File: src/rtl/regfile_wb_arbiter_if.sv
// Writeback bus between two writeback sources, the arbiter and the regfile write port.
// The arbiter uses the slave modport; requesters and the regfile side use master.
interface regfile_wb_arbiter_if #(
    parameter int unsigned ADDR_W = 5,
    parameter int unsigned DATA_W = 32
);
    logic              req0_valid;
    logic              req0_ready;
    logic [ADDR_W-1:0] req0_rd;
    logic [DATA_W-1:0] req0_data;

    logic              req1_valid;
    logic              req1_ready;
    logic [ADDR_W-1:0] req1_rd;
    logic [DATA_W-1:0] req1_data;

    logic              wen;
    logic [ADDR_W-1:0] waddr;
    logic [DATA_W-1:0] wdata;
    logic              idle;

    modport master (
        output req0_valid, req0_rd, req0_data,
        output req1_valid, req1_rd, req1_data,
        input  req0_ready, req1_ready,
        input  wen, waddr, wdata, idle
    );

    modport slave (
        input  req0_valid, req0_rd, req0_data,
        input  req1_valid, req1_rd, req1_data,
        output req0_ready, req1_ready,
        output wen, waddr, wdata, idle
    );
endinterface

File: src/rtl/regfile_wb_arbiter.sv
// Arbitrates the regfile's single write port between pipeline writeback (req0) and
// long-latency writeback (req1); writes to x0 are acknowledged and discarded.
module regfile_wb_arbiter #(
    parameter int unsigned FIXED_PRIORITY = 0,
    parameter int unsigned ADDR_W         = 5,
    parameter int unsigned DATA_W         = 32
) (
    input  logic                 clk,
    input  logic                 resetn,
    regfile_wb_arbiter_if.slave  bus
);
    localparam bit FIXED = (FIXED_PRIORITY != 0);

    logic              req0_nz;
    logic              req1_nz;
    logic              grant0;
    logic              grant1;
    logic              last_grant;
    logic              wen_q;
    logic [ADDR_W-1:0] waddr_q;
    logic [DATA_W-1:0] wdata_q;

    // Grant selection among non-zero-destination requests
    always_comb begin
        req0_nz = 1'b0;
        req1_nz = 1'b0;
        grant0  = 1'b0;
        grant1  = 1'b0;
        req0_nz = bus.req0_valid && (bus.req0_rd != ADDR_W'(0));
        req1_nz = bus.req1_valid && (bus.req1_rd != ADDR_W'(0));
        if (req0_nz && req1_nz) begin
            if (FIXED || (last_grant == 1'b0)) begin
                grant1 = 1'b1;
            end else begin
                grant0 = 1'b1;
            end
        end else begin
            grant0 = req0_nz;
            grant1 = req1_nz;
        end
    end

    // x0 writes are always accepted; no back-pressure from the write port
    assign bus.req0_ready = resetn && bus.req0_valid && (!req0_nz || grant0);
    assign bus.req1_ready = resetn && bus.req1_valid && (!req1_nz || grant1);

    always_ff @(posedge clk or negedge resetn) begin
        if (!resetn) begin
            wen_q      <= 1'b0;
            waddr_q    <= ADDR_W'(0);
            wdata_q    <= DATA_W'(0);
            last_grant <= 1'b1;
        end else begin
            wen_q <= grant0 || grant1;
            if (grant1) begin
                waddr_q    <= bus.req1_rd;
                wdata_q    <= bus.req1_data;
                last_grant <= 1'b1;
            end else if (grant0) begin
                waddr_q    <= bus.req0_rd;
                wdata_q    <= bus.req0_data;
                last_grant <= 1'b0;
            end
        end
    end

    assign bus.wen   = wen_q;
    assign bus.waddr = waddr_q;
    assign bus.wdata = wdata_q;
    assign bus.idle  = !resetn || (!bus.req0_valid && !bus.req1_valid && !wen_q);
endmodule

File: src/flat_wrapper.sv
// flat-port wrapper written by rule: the top's interface ports become plain ports
module regfile_wb_arbiter_flat 
#(
    parameter int unsigned FIXED_PRIORITY = 0,
    parameter int unsigned ADDR_W         = 5,
    parameter int unsigned DATA_W         = 32
)
  (clk, resetn, bus_req0_valid, bus_req0_rd, bus_req0_data, bus_req1_valid, bus_req1_rd, bus_req1_data, bus_req0_ready, bus_req1_ready, bus_wen, bus_waddr, bus_wdata, bus_idle);
  regfile_wb_arbiter_if #(.ADDR_W(ADDR_W), .DATA_W(DATA_W)) bus_i ();
  input  logic clk;
  input  logic resetn;
  input wire logic [$bits(bus_i.req0_valid)-1:0] bus_req0_valid;
  input wire logic [$bits(bus_i.req0_rd)-1:0] bus_req0_rd;
  input wire logic [$bits(bus_i.req0_data)-1:0] bus_req0_data;
  input wire logic [$bits(bus_i.req1_valid)-1:0] bus_req1_valid;
  input wire logic [$bits(bus_i.req1_rd)-1:0] bus_req1_rd;
  input wire logic [$bits(bus_i.req1_data)-1:0] bus_req1_data;
  output wire logic [$bits(bus_i.req0_ready)-1:0] bus_req0_ready;
  output wire logic [$bits(bus_i.req1_ready)-1:0] bus_req1_ready;
  output wire logic [$bits(bus_i.wen)-1:0] bus_wen;
  output wire logic [$bits(bus_i.waddr)-1:0] bus_waddr;
  output wire logic [$bits(bus_i.wdata)-1:0] bus_wdata;
  output wire logic [$bits(bus_i.idle)-1:0] bus_idle;
  assign bus_i.req0_valid = bus_req0_valid;
  assign bus_i.req0_rd = bus_req0_rd;
  assign bus_i.req0_data = bus_req0_data;
  assign bus_i.req1_valid = bus_req1_valid;
  assign bus_i.req1_rd = bus_req1_rd;
  assign bus_i.req1_data = bus_req1_data;
  assign bus_req0_ready = bus_i.req0_ready;
  assign bus_req1_ready = bus_i.req1_ready;
  assign bus_wen = bus_i.wen;
  assign bus_waddr = bus_i.waddr;
  assign bus_wdata = bus_i.wdata;
  assign bus_idle = bus_i.idle;
  regfile_wb_arbiter #(.FIXED_PRIORITY(FIXED_PRIORITY), .ADDR_W(ADDR_W), .DATA_W(DATA_W)) u_core (.clk(clk), .resetn(resetn), .bus(bus_i));
endmodule
File: config.mk
export PLATFORM = sky130hd
export DESIGN_NAME = regfile_wb_arbiter_flat
export DESIGN_NICKNAME = d
export VERILOG_FILES = /design/src/rtl/regfile_wb_arbiter_if.sv /design/src/rtl/regfile_wb_arbiter.sv /design/src/flat_wrapper.sv
export SDC_FILE = /design/constraint.sdc
export NUM_CORES = 1
export LEC_CHECK = 0
export ABC_AREA = 1
export CAP_MARGIN = 20
export CORE_ASPECT_RATIO = 0.75
export CORE_MARGIN = 4
export CORE_UTILIZATION = 38
export DETAILED_ROUTE_END_ITERATION = 8
export PLACE_DENSITY = 0.77
export SYNTH_ARGS = -nofsm -noshare
export SYNTH_HDL_FRONTEND = slang
export SYNTH_SLANG_ARGS = --single-unit
File: constraint.sdc
create_clock -name clk -period 2.1 [get_ports clk]
set_input_delay 0.63 -clock clk [delete_from_list [all_inputs] [get_ports clk]]
set_output_delay 0.63 -clock clk [all_outputs]
set_load 0.01 [all_outputs]
==> reports/metrics.csv <==
stage,metric,value,unit
critical_path,crit path launch,bus_req0_rd[4],
route,routed wire length,7010,um
yosys,Ys Warns,0,
yosys,post-synthesis register bit count,39,
place,dpl ws,-0.715,ns
power_and_ir_drop,final total power,2.21,mW
layout,post-route cell area,3460,sq um
timing,Setup WS post-layout,0.0323,ns
layout,n_diodes,0,
clock_tree,CTS Sinks,39,
critical_path,Reg2Reg Setup Slack,0.79,ns
flow_run,max-cap violation count,0,
yosys,register area share after synthesis,0.477,
place,detailed placement HPWL,5140,um
critical_path,Worst setup SP type,primary input,
critical_path,CP Capture Type,output pin,
floorplan,width of the chip,92.8,um
yosys,Syn Area/Cell,8.87,sq um
route,number of remaining DRC errors,0,
clock_tree,Max Root-Sink Buffers,2,
critical_path,"Max FO, Critical Path",3,
power_and_ir_drop,NetSw,0.646,mW
clock_tree,CTS H-tree lvls,2,
timing,final hold violations,0,
power_and_ir_drop,Logic pwr share,0.333,
global_routing,total gr overflow,0,
yosys,Synth Cell Area,2050,sq um
global_routing,initial antenna violation count,0,
global_routing,vias in the first global route,2184,
timing,Clock Skew,0.00783,ns
route,initial drt markers,90,
critical_path,reg-to-reg startpoint,u_core.last_grant,
power_and_ir_drop,Int Power,1.56,mW
clock_tree,TritonCTS Buffers,5,
layout,Non-Filler Instances,436,
route,vias,2213,
layout,share of layout cells above drive strength 1,0.231,
layout,final net count,441,
clock_tree,Clock Tree Root,clkbuf_8,
critical_path,CP Data Required Time,1.47,ns
clock_tree,CTS Hold Bufs,0,
global_routing,pin count of the biggest net entering global routing,40,
power_and_ir_drop,Pleak,1.53,nW
timing,max frequency,0.484,GHz
floorplan,Initial Util,0.407,
place,I/O Buffers,118,
timing,worst slew pin tran,0.446,ns
route,vias per cell,5.08,
worst_hold_path,Hold/Removal Path Class,in2async,
layout,area growth from synthesis to layout,68.7,%
timing,Max Slew Vio Count,0,
place,DP Area,3320,sq um
route,routed len/inst,16.1,um
critical_path,worst flop-to-flop path endpoint,u_core.bus.wdata[5],
layout,Filler Cells Inserted,432,
yosys,Syn Nets,309,
place,Inst Count DP,421,
yosys,Yosys cell types,19,
timing,period utilization,0.985,
power_and_ir_drop,Switching Share,0.293,
floorplan,CORE AREA,5040,sq um
global_routing,first-pass GRT wire length,11000,um
clock_tree,Clock Pin Slew Worst Setup and Hold Paths,0.07,ns
floorplan,die area,6640,sq um
route,router iterations before antenna repair,4,
critical_path,Crit Path Class,in2out,
timing,Final min period,2.07,ns
floorplan,I/O pins,119,
layout,Final Core Density,0.686,
yosys,Synth Instances,231,
run_status,status,completed,
floorplan,Core Rows,22,
power_and_ir_drop,Clock Power Share,0.251,
route,Final ANT Viol Nets,0,
place,Final GP Congestion,0.758,
critical_path,crit path DAT,1.44,ns
global_routing,GRT Overall Usage,0.210,
power_and_ir_drop,PD cells,638,nW/um^2
floorplan,Die Y,71.6,um
power_and_ir_drop,peak supply drop,0.339,mV
power_and_ir_drop,Sequential Power Share,0.416,
clock_tree,clock latency on the worst-skew pair,0.29,ns
timing,Worst slew margin,0.703,
timing,count of endpoints failing setup in the final report,0,
critical_path,worst r2r path cells,5,
clock_tree,CTS tree,built,
-- how the worst max path moves through the flow --
stage | endpoint | slack, ns
CTS | bus_req1_ready | 0.0001
global placement | bus_req1_ready | -0.67
detailed placement | bus_req1_ready | -0.72
floorplan | bus_req1_ready | 0.04
finish | bus_req1_ready | 0.03
global route | bus_req1_ready | -0.01
-- metrics by stage --
stage	setup TNS [ns]	hold slack (ns)
6_report	0	0.359
5_1_grt	-0.0128	0.380
4_1_cts	0	0.363
3_5_place_dp	-11.40	0.483
3_3_place_gp	-11.10	0.479
2_1_floorplan	0	0.334
-- kinds of logic (layout without fill, tap and decap cells) --
kind of cell    Yosys count  count (layout)  synth area share
simple gates            163             163             0.425
compound gates            4               4            0.0147
buf+inv                  25             158            0.0831
flops                    39              39             0.477
-- flip-flops by register name, indices dropped and copies added, names as in the netlist --
signal	count
u_core.bus.waddr	5
u_core.last_grant	1
u_core.bus.wdata	32
u_core.bus.wen	1
-- per-layer routing --
metal	wire length (um)	up-vias	part of all wire	track usage
met5	0	-	0	0
met4	164	0	0.023	0.0748
met3	645	15	0.092	0.0682
met2	3150	98	0.45	0.330
met1	3050	1046	0.43	0.274
li1	-	1054	-	-
-- layout by cell type, fill, tap and decap left out --
cell type        netlist  routed
a21oi_1                1       1
o21ai_1                1       1
clkbuf_2               0       5
dfstp_2                1       1
clkbuf_8               0       7
dfrtp_1               38      38
inv_2                  1       3
clkdlybuf4s50_1        0     102
nand3_1               91      89
nand2_4                1       3
clkdlybuf4s15_2        0       1
inv_1                  5       3
buf_2                  6       8
nor2_2                 0       4
a31oi_2                1       1
dlygate4sd2_1          0       2
buf_12                 0       1
nor2_1                 6       2
buf_4                  6      24
nand2_2                2       1
clkinv_2               1       1
nand3_4                0       1
nor3_2                 0       1
nand3_2               21      22
nand2_1               41      40
clkbuf_1               0       1
o31ai_1                1       1
-- worst max-delay path, cell delays in order --
cell             delay (ns)
clkdlybuf4s15_2        0.21
inv_2                  0.06
nand3_2                0.11
nand2_4                0.10
inv_2                  0.04
a31oi_2                0.12
buf_2                  0.16
-- power by group through the flow --
stage / sequential, mW / clock (mW) / combinational [mW]
after detailed placement: 0.925 / 0 / 0.740
after CTS: 0.915 / 0.567 / 0.738
after global placement: 0.924 / 0 / 0.729
after global routing: 0.929 / 0.610 / 0.795
after floorplan: 0.971 / 0 / 0.244
final: 0.917 / 0.554 / 0.735
-- cell usage after synthesis, drive strengths merged --
cell | n | area [sq um]
nand2 | 44 | 178
buf | 18 | 143
a31oi | 1 | 12.5
dfstp | 1 | 26.3
dfrtp | 38 | 951
clkinv | 1 | 5.00
o31ai | 1 | 7.51
nor3 | 1 | 5.00
a21oi | 1 | 5.00
nor2 | 6 | 22.5
nand3 | 112 | 666
o21ai | 1 | 5.00
inv | 6 | 22.5
-- repair_timing --
| action | CTS | global route |
|---|---|---|
| gates resized for setup | 49 | 13 |
| cloned | 0 | 0 |
| pin swaps | 8 | 8 |
| buffers inserted | 6 | 1 |
| endpoints found under the setup margin | 3 | 10 |
-- layout make-up --
| cell class | instances | area (sq um) | share of cell area |
|---|---|---|---|
| repair buffers | 143 | 1320 | 0.381 |
| flip-flops and latches | 39 | 977 | 0.283 |
| multi-input cells | 167 | 946 | 0.274 |
| clock buffers | 8 | 100 | 0.0290 |
| well taps | 72 | 90.1 | 0.0261 |
| inverters | 7 | 27.5 | 0.00797 |
Note: power is estimated with default switching activity, not from simulation.
